**src/rtl/can_crc_pkg.sv**
```systemverilog
// Shared CAN CRC-15 constants, checker state encoding and the single-bit LFSR step
// used by both the transmit and receive CRC logic.
package can_crc_pkg;

    localparam int                CRC_W    = 15;
    localparam logic [CRC_W-1:0]  POLY     = 15'h4599;
    localparam logic [CRC_W-1:0]  INIT     = 15'h0000;
    localparam int                CRC_BITS = 15;

    typedef enum logic [1:0] {
        IDLE = 2'd0,
        DATA = 2'd1,
        CRCF = 2'd2,
        DONE = 2'd3
    } state_t;

    function automatic logic [CRC_W-1:0] crc15_step(input logic [CRC_W-1:0] crc, input logic din);
        logic nxt;
        nxt = din ^ crc[CRC_W-1];
        return {crc[CRC_W-2:0], 1'b0} ^ (nxt ? POLY : '0);
    endfunction

endpackage

```
**src/rtl/rcrc_lfsr.sv**
```systemverilog
// CRC-15 shift register for the receive checker; clear wins over enable.
module rcrc_lfsr
    import can_crc_pkg::*;
(
    input  logic             clock,
    input  logic             reset,
    input  logic             clear,
    input  logic             enable,
    input  logic             bit_in,
    output logic [CRC_W-1:0] crc
);

    always_ff @(posedge clock) begin
        if (!reset)
            crc <= INIT;
        else if (clear)
            crc <= INIT;
        else if (enable)
            crc <= crc15_step(crc, bit_in);
    end

endmodule

```
**src/rtl/rcrc_check.sv**
```systemverilog
// Receive-side CAN CRC-15 checker: steps the LFSR over data and CRC field bits and
// flags ok/err once all 15 CRC bits have arrived (or the field ends early).
module rcrc_check
    import can_crc_pkg::*;
(
    input  logic             clock,
    input  logic             reset,
    input  logic             start,
    input  logic             bit_valid,
    input  logic             bit_in,
    input  logic             crc_phase,
    output logic             busy,
    output logic             done,
    output logic             crc_ok,
    output logic             crc_err,
    output logic [CRC_W-1:0] crc_reg
);

    state_t           state;
    logic [3:0]       cnt;
    logic             lfsr_en;
    logic [CRC_W-1:0] crc_next;

    // A strobe coinciding with start is dropped; a data-phase bit inside CRCF is never stepped.
    always_comb begin
        lfsr_en  = bit_valid && !start &&
                   (state == DATA || (state == CRCF && crc_phase));
        crc_next = crc15_step(crc_reg, bit_in);
    end

    rcrc_lfsr u_lfsr (
        .clock  (clock),
        .reset  (reset),
        .clear  (start),
        .enable (lfsr_en),
        .bit_in (bit_in),
        .crc    (crc_reg)
    );

    assign busy = (state == DATA) || (state == CRCF);

    always_ff @(posedge clock) begin
        if (!reset) begin
            state   <= IDLE;
            cnt     <= 4'd0;
            done    <= 1'b0;
            crc_ok  <= 1'b0;
            crc_err <= 1'b0;
        end else begin
            done <= 1'b0;
            if (start) begin
                state   <= DATA;
                cnt     <= 4'd0;
                crc_ok  <= 1'b0;
                crc_err <= 1'b0;
            end else begin
                case (state)
                    DATA: begin
                        if (bit_valid && crc_phase) begin
                            cnt   <= 4'd1;
                            state <= CRCF;
                        end
                    end
                    CRCF: begin
                        if (bit_valid) begin
                            if (crc_phase) begin
                                cnt <= cnt + 4'd1;
                                // Judge the post-step value so flags line up with the done pulse.
                                if (cnt == 4'(CRC_BITS - 1)) begin
                                    state   <= DONE;
                                    done    <= 1'b1;
                                    crc_ok  <= (crc_next == '0);
                                    crc_err <= (crc_next != '0);
                                end
                            end else begin
                                state   <= DONE;
                                done    <= 1'b1;
                                crc_ok  <= 1'b0;
                                crc_err <= 1'b1;
                            end
                        end
                    end
                    default: ;
                endcase
            end
        end
    end

endmodule

```
**config.mk**
```make
export PLATFORM = sky130hd
export DESIGN_NAME = rcrc_check
export DESIGN_NICKNAME = d
export VERILOG_FILES = /design/src/rtl/can_crc_pkg.sv /design/src/rtl/rcrc_lfsr.sv /design/src/rtl/rcrc_check.sv
export SDC_FILE = /design/constraint.sdc
export NUM_CORES = 1
export LEC_CHECK = 0
export CAP_MARGIN = 20
export CORE_ASPECT_RATIO = 1.4
export CORE_UTILIZATION = 50
export CTS_CLUSTER_SIZE = 8
export DETAILED_ROUTE_END_ITERATION = 10
export GPL_TIMING_DRIVEN = 0
export PLACE_DENSITY = 0.84
export SYNTH_ARGS = -nofsm -noshare
export SYNTH_HDL_FRONTEND = slang
export SYNTH_SLANG_ARGS = --single-unit
```
**constraint.sdc**
```tcl
create_clock -name clock -period 1.83 [get_ports clock]
set_input_delay 0.366 -clock clock [delete_from_list [all_inputs] [get_ports clock]]
set_output_delay 0.366 -clock clock [all_outputs]
set_load 0.1 [all_outputs]
```
# [Yosys cells after proc, flatten, opt, wreduce, memory -nomap -nowiden]
# Index checks and enable logic that the tools add are counted.
# Widths: inputs -> output; s select.
[word_totals] regBits=24 latchBits=0 ram_bits=0 rom_bits=0 input_bits=6 output_inout_bits=19 elab_cells=58 mem_count=0
[classes] addsub=1 multipliers=0 n_div=0 n_lt_le_gt_ge=0 eq_ne=11 shifts=0 muxes=17 n_bitwise=5 reduce_logical=17
[ops] cell="$logic_not 15->1" n=1
[ops] cell="$mux 15" n=1
[ops] cell="$reduce_bool 15->1" n=1
[ops] cell="$xor 15x15->15" n=1
[ops] cell="$mux 4" n=3
[ops] cell="$reduce_and 4->1" n=3
[ops] cell="$mux 2" n=4
[ops] cell="$pmux 4 s2" n=1
[ops] cell="$mux 1" n=7
[ops] cell="$ne 3x2->1 const B" n=2
[ops] cell="$add 4x1->4 const B" n=1
[ops] cell="$eq 4x4->1 const B" n=1
[ops] cell="$logic_and 1x1->1" n=4
[ops] cell="$ne 2x1->1 const B" n=2
[ops] cell="$ne 2x2->1 const B" n=2
[ops] cell="$ne 4x3->1 const B" n=1
[ops] cell="$pmux 2 s2" n=1
[ops] cell="$reduce_or 4->1" n=1
[ops] cell="$ne 3x3->1 const B" n=1
[ops] cell="$not 1->1" n=3
[ops] cell="$reduce_and 3->1" n=1
[ops] cell="$reduce_bool 3->1" n=1
[ops] cell="$eq 2x1->1 const B" n=1
[ops] cell="$eq 2x2->1 const B" n=1
[ops] cell="other kinds (5)" n=6

# [Logic depth before layout (Yosys ltp)]
[depth] ltp_word=6 depth_mapped=6 mapped_depth_nobuf=5

# [Hierarchy]
# Synthesis repeated with hierarchy kept, for this count alone.
[hier_totals] hier_cells=133 hier_area_um2=1204.9
[modules_own_cells] module="rcrc_lfsr" n_inst=1 cells_per_inst=68 area_per_inst_um2=658.1 seq_area_each_um2=300.3
[modules_own_cells] module="rcrc_check" n_inst=1 cells_per_inst=65 area_per_inst_um2=546.8 seq_area_each_um2=180.2

# [Least setup slack after synthesis]
# OpenSTA, ideal clock, no wires.
[synth_timing] kind="register to register" start="register u_lfsr.crc[9]" end="register crc_err" setup_time_ps=115 t_arrival_ps=1811 t_required_ps=1715 setup_slack_ps=-96 stages_incl_launch_ff=4 path_buffers=0 period_less_slack_ps=1926 path_cell_list="dfxtp_1 > or4_1 > a2111o_1 > o21a_1"
[synth_via] elab_chain_len=4
[synth_rtl] item="start: declaration" line_no="rcrc_lfsr.sv:10" text="output logic [CRC_W-1:0] crc"
[synth_rtl] item="start signal: assignment" line_no="rcrc_lfsr.sv:19" text="crc <= crc15_step(crc, bit_in);"
[synth_rtl] item="$xor 15x15->15" line_no="can_crc_pkg.sv:20" text="return {crc[CRC_W-2:0], 1'b0} ^ (nxt ? POLY : '0);"
[synth_rtl] item="$reduce_bool 15->1" line_no="rcrc_check.sv:73" text="crc_err <= (crc_next != '0);"
[synth_rtl] item="$mux 1" line_no="rcrc_check.sv:69" text="if (cnt == 4'(CRC_BITS - 1)) begin"
[synth_rtl] item="$mux 1" line_no="rcrc_check.sv:66" text="if (crc_phase) begin"
[synth_rtl] item="end signal: assignment" line_no="rcrc_check.sv:73"
[synth_rtl] item="end: declaration" line_no="rcrc_check.sv:15" text="output logic crc_err,"
# No other way between the ends. The select of a mux whose other input is x is not followed.
# A chain may end at the register's enable or synchronous reset.

# [Final worst setup path]
[layout_timing] start="register u_lfsr.crc[0]" end="output crc_reg[0]"
[layout_lines] item="end: declaration" line_no="rcrc_check.sv:16" text="output logic [CRC_W-1:0] crc_reg"
# No word-level cell between the ends.

==> impl_metrics.env <==
export IMPL_arrival_ns=1.42
export IMPL_drt_wl_total_um=3030
export IMPL_vias=1179
export IMPL_antenna_found_initial=0
export IMPL_detail_route_antenna_nets=0
export IMPL_largest_register_ffs=15
export IMPL_root_buffer="clkbuf_4"
export IMPL_drt_iter0_markers=49
export IMPL_synth_largest_area_cell="dfxtp_1"
export IMPL_nets=183
export IMPL_ir_worst_vdd_mv=0.458
export IMPL_endpoint_kind="primary output"
export IMPL_cts_buffers=3
export IMPL_required_ns=1.46
export IMPL_cp_max_fo=4
export IMPL_cpLargestDelayFamily="buffers and inverters"
export IMPL_status="finished, violations left"
export IMPL_dieWidth_um=44.0
export IMPL_worstPathCellList="buf_4 > clkdlybuf4s15_2"
export IMPL_areaGrowthSynthToFinish_pct=26.1
export IMPL_syn_instance_count=146
export IMPL_synth_top_cell_area_share_pct=38.8
export IMPL_ys_top_cells_by_area="dfxtp_1, a21oi_1, nand3_1"
export IMPL_place_congestion=0.815
export IMPL_via_per_inst=6.05
export IMPL_grt_setup_unrepaired="no"
export IMPL_clock_path_buffers=2
export IMPL_place_inst=192
export IMPL_final_cells=195
export IMPL_timing_final_crit_share_pct=97.4
export IMPL_start_kind="register"
export IMPL_clkSlewWorstSetupHoldPaths_ns=0.13
export IMPL_track_usage_pct=26.3
export IMPL_io_pins=25
export IMPL_cts_tree="done"
export IMPL_max_slew_worst_pin_slew_ns=0.808
export IMPL_first_global_vias=1151
export IMPL_pre_cts_slack_ns=-0.462
export IMPL_wl_per_cell_um=15.5
export IMPL_mostFrequentLayoutCells="dfxtp_1, clkdlybuf4s15_2, nand3_1, a21oi_1, o21ai_0"
export IMPL_firstDrtPassIters=8
export IMPL_core_area_um2=2360
export IMPL_nFillCells=209
export IMPL_rows=21
export IMPL_leakagePower_uw=0.000588
export IMPL_post_route_min_period_ns=1.78
export IMPL_final_common_cell="dfxtp_1"
export IMPL_max_stage_delay_ns=0.54
export IMPL_yosysWarnings=0
export IMPL_worstSkewPairLatency_ns=0.34
export IMPL_grt_max_degree=14
export IMPL_die_area_um2=2680
export IMPL_fmaxAchievable_mhz=561
export IMPL_dp_hpwl_um=2170
export IMPL_yosysSeqAreaShare_pct=38.8
export IMPL_slew_headroom_pct=45.7
export IMPL_dieHeight_um=60.9
export IMPL_violations="design-rule violations"
export IMPL_drc=2
export IMPL_hold_viol=0
export IMPL_insertedDiodeCount=0
export IMPL_fin_worst_skew_ns=0.00356
export IMPL_finalSetupViolations=0
export IMPL_synth_area_per_cell_um2=8.48
export IMPL_min_path_type="input pin to register"
export IMPL_grt_overflow_total=0
export IMPL_post_cts_setup_buffer_count=0
export IMPL_ys_types=36
export IMPL_critical_path_class="register to primary output"
export IMPL_io_buffers=23
export IMPL_grt_pass1_wl_um=5200
export IMPL_cp_num_buf_inv=2
export IMPL_drive_gt1_share_pct=23.3
export IMPL_report_final_slew_viol_count=0
export IMPL_fin_hold_ws_ns=0.361
export IMPL_cts_sinks=24
export IMPL_htree_levels=1
export IMPL_syn_nets=156
export IMPL_critical_path_slowest_cell="clkdlybuf4s15_2"
export IMPL_p_per_area_nw_per_um2=642
export IMPL_start_util_pct=52.3
export IMPL_synth_seq_cells=24
export IMPL_drv_cap=0
export IMPL_synth_area_um2=1240
export IMPL_fin_ws_ns=0.0485
what timing repair did:
item	4_1_cts	5_1_grt
gates resized for setup	61	8
setup endpoints to repair	19	13
hold buffers	0	0
logic make-up after synthesis:
| group | share of synthesized area, % |
|---|---|
| compound gates | 25.4 |
| simple gates | 16.8 |
| buf+inv | 10.0 |
| flops | 38.8 |
| xor+xnor | 4.95 |
| fa+ha+maj | 4.04 |
stage by stage:
| stage | setup TNS, ns | total power, µW | util, % | area, µm² |
|---|---|---|---|---|
| final | 0 | 1000 | 66.0 | 1560 |
| after global routing | 0 | 1040 | 66.0 | 1560 |
| after CTS | 0 | 1000 | 65.9 | 1560 |
| after detailed placement | -4.11 | 715 | 63.4 | 1500 |
| after global placement | -3.20 | 710 | 63.4 | 1500 |
| after floorplan | 0 | 670 | - | 1240 |
report_power, final:
group | total (µW) | switching (µW) | internal (µW)
Clock | 294 | 171 | 122
Sequential | 538 | 7.52 | 530
Combinational | 170 | 117 | 53.0
Yosys cell counts (all sizes together):
cell type	n
xnor2	2
nor2	3
a21oi	12
or2	1
dfxtp	24
o41ai	1
and4b	1
a2111o	1
nand3	12
and2	1
nand2	9
a21o	1
clkbuf	6
o21a	2
xor2	5
inv	7
a211oi	4
a21boi	1
o311ai	1
a2bb2oi	1
a41oi	1
or4	1
nor2b	2
o31a	2
nor4	2
nand2b	4
a31oi	1
o21ai	10
buf	11
o22ai	6
or4b	1
nand4	2
a311oi	3
ha	4
o211a	1
final timing paths:
path,cells after the start,startpoint,slack [ns],endpoint
worst max register to register,6,state[0],0.09,crc_err
worst max-delay path,2,u_lfsr.crc[0],0.05,crc_reg[0]
worst min-delay path,3,bit_valid,0.36,done
worst min register to register,2,u_lfsr.crc[4],0.52,u_lfsr.crc[5]
tightest hold or removal path: stages:
cell      delay, ns
buf_2          0.15
nand2_1        0.10
a211oi_1       0.05
layout make-up:
class	instances	area, µm²	share of cell area [%]
multi-input cells	98	633	40.6
inverters	7	26.3	1.68
clock buffers	4	36.3	2.33
plain buffers	16	97.6	6.25
flip-flops and latches	24	484	31.0
repair buffers	23	254	16.3
well taps	23	28.8	1.84
layer usage:
metal / part of all wire (%) / vias to the layer above / global-route usage (%)
met2: 53 / 38 / 45.0
met1: 40 / 556 / 28.3
met3: 4.9 / 6 / 6.85
met4: 2.2 / 0 / 16.9
met5: 0 / - / 0
li1: - / 579 / -
Power figures use the tool's default switching activity.
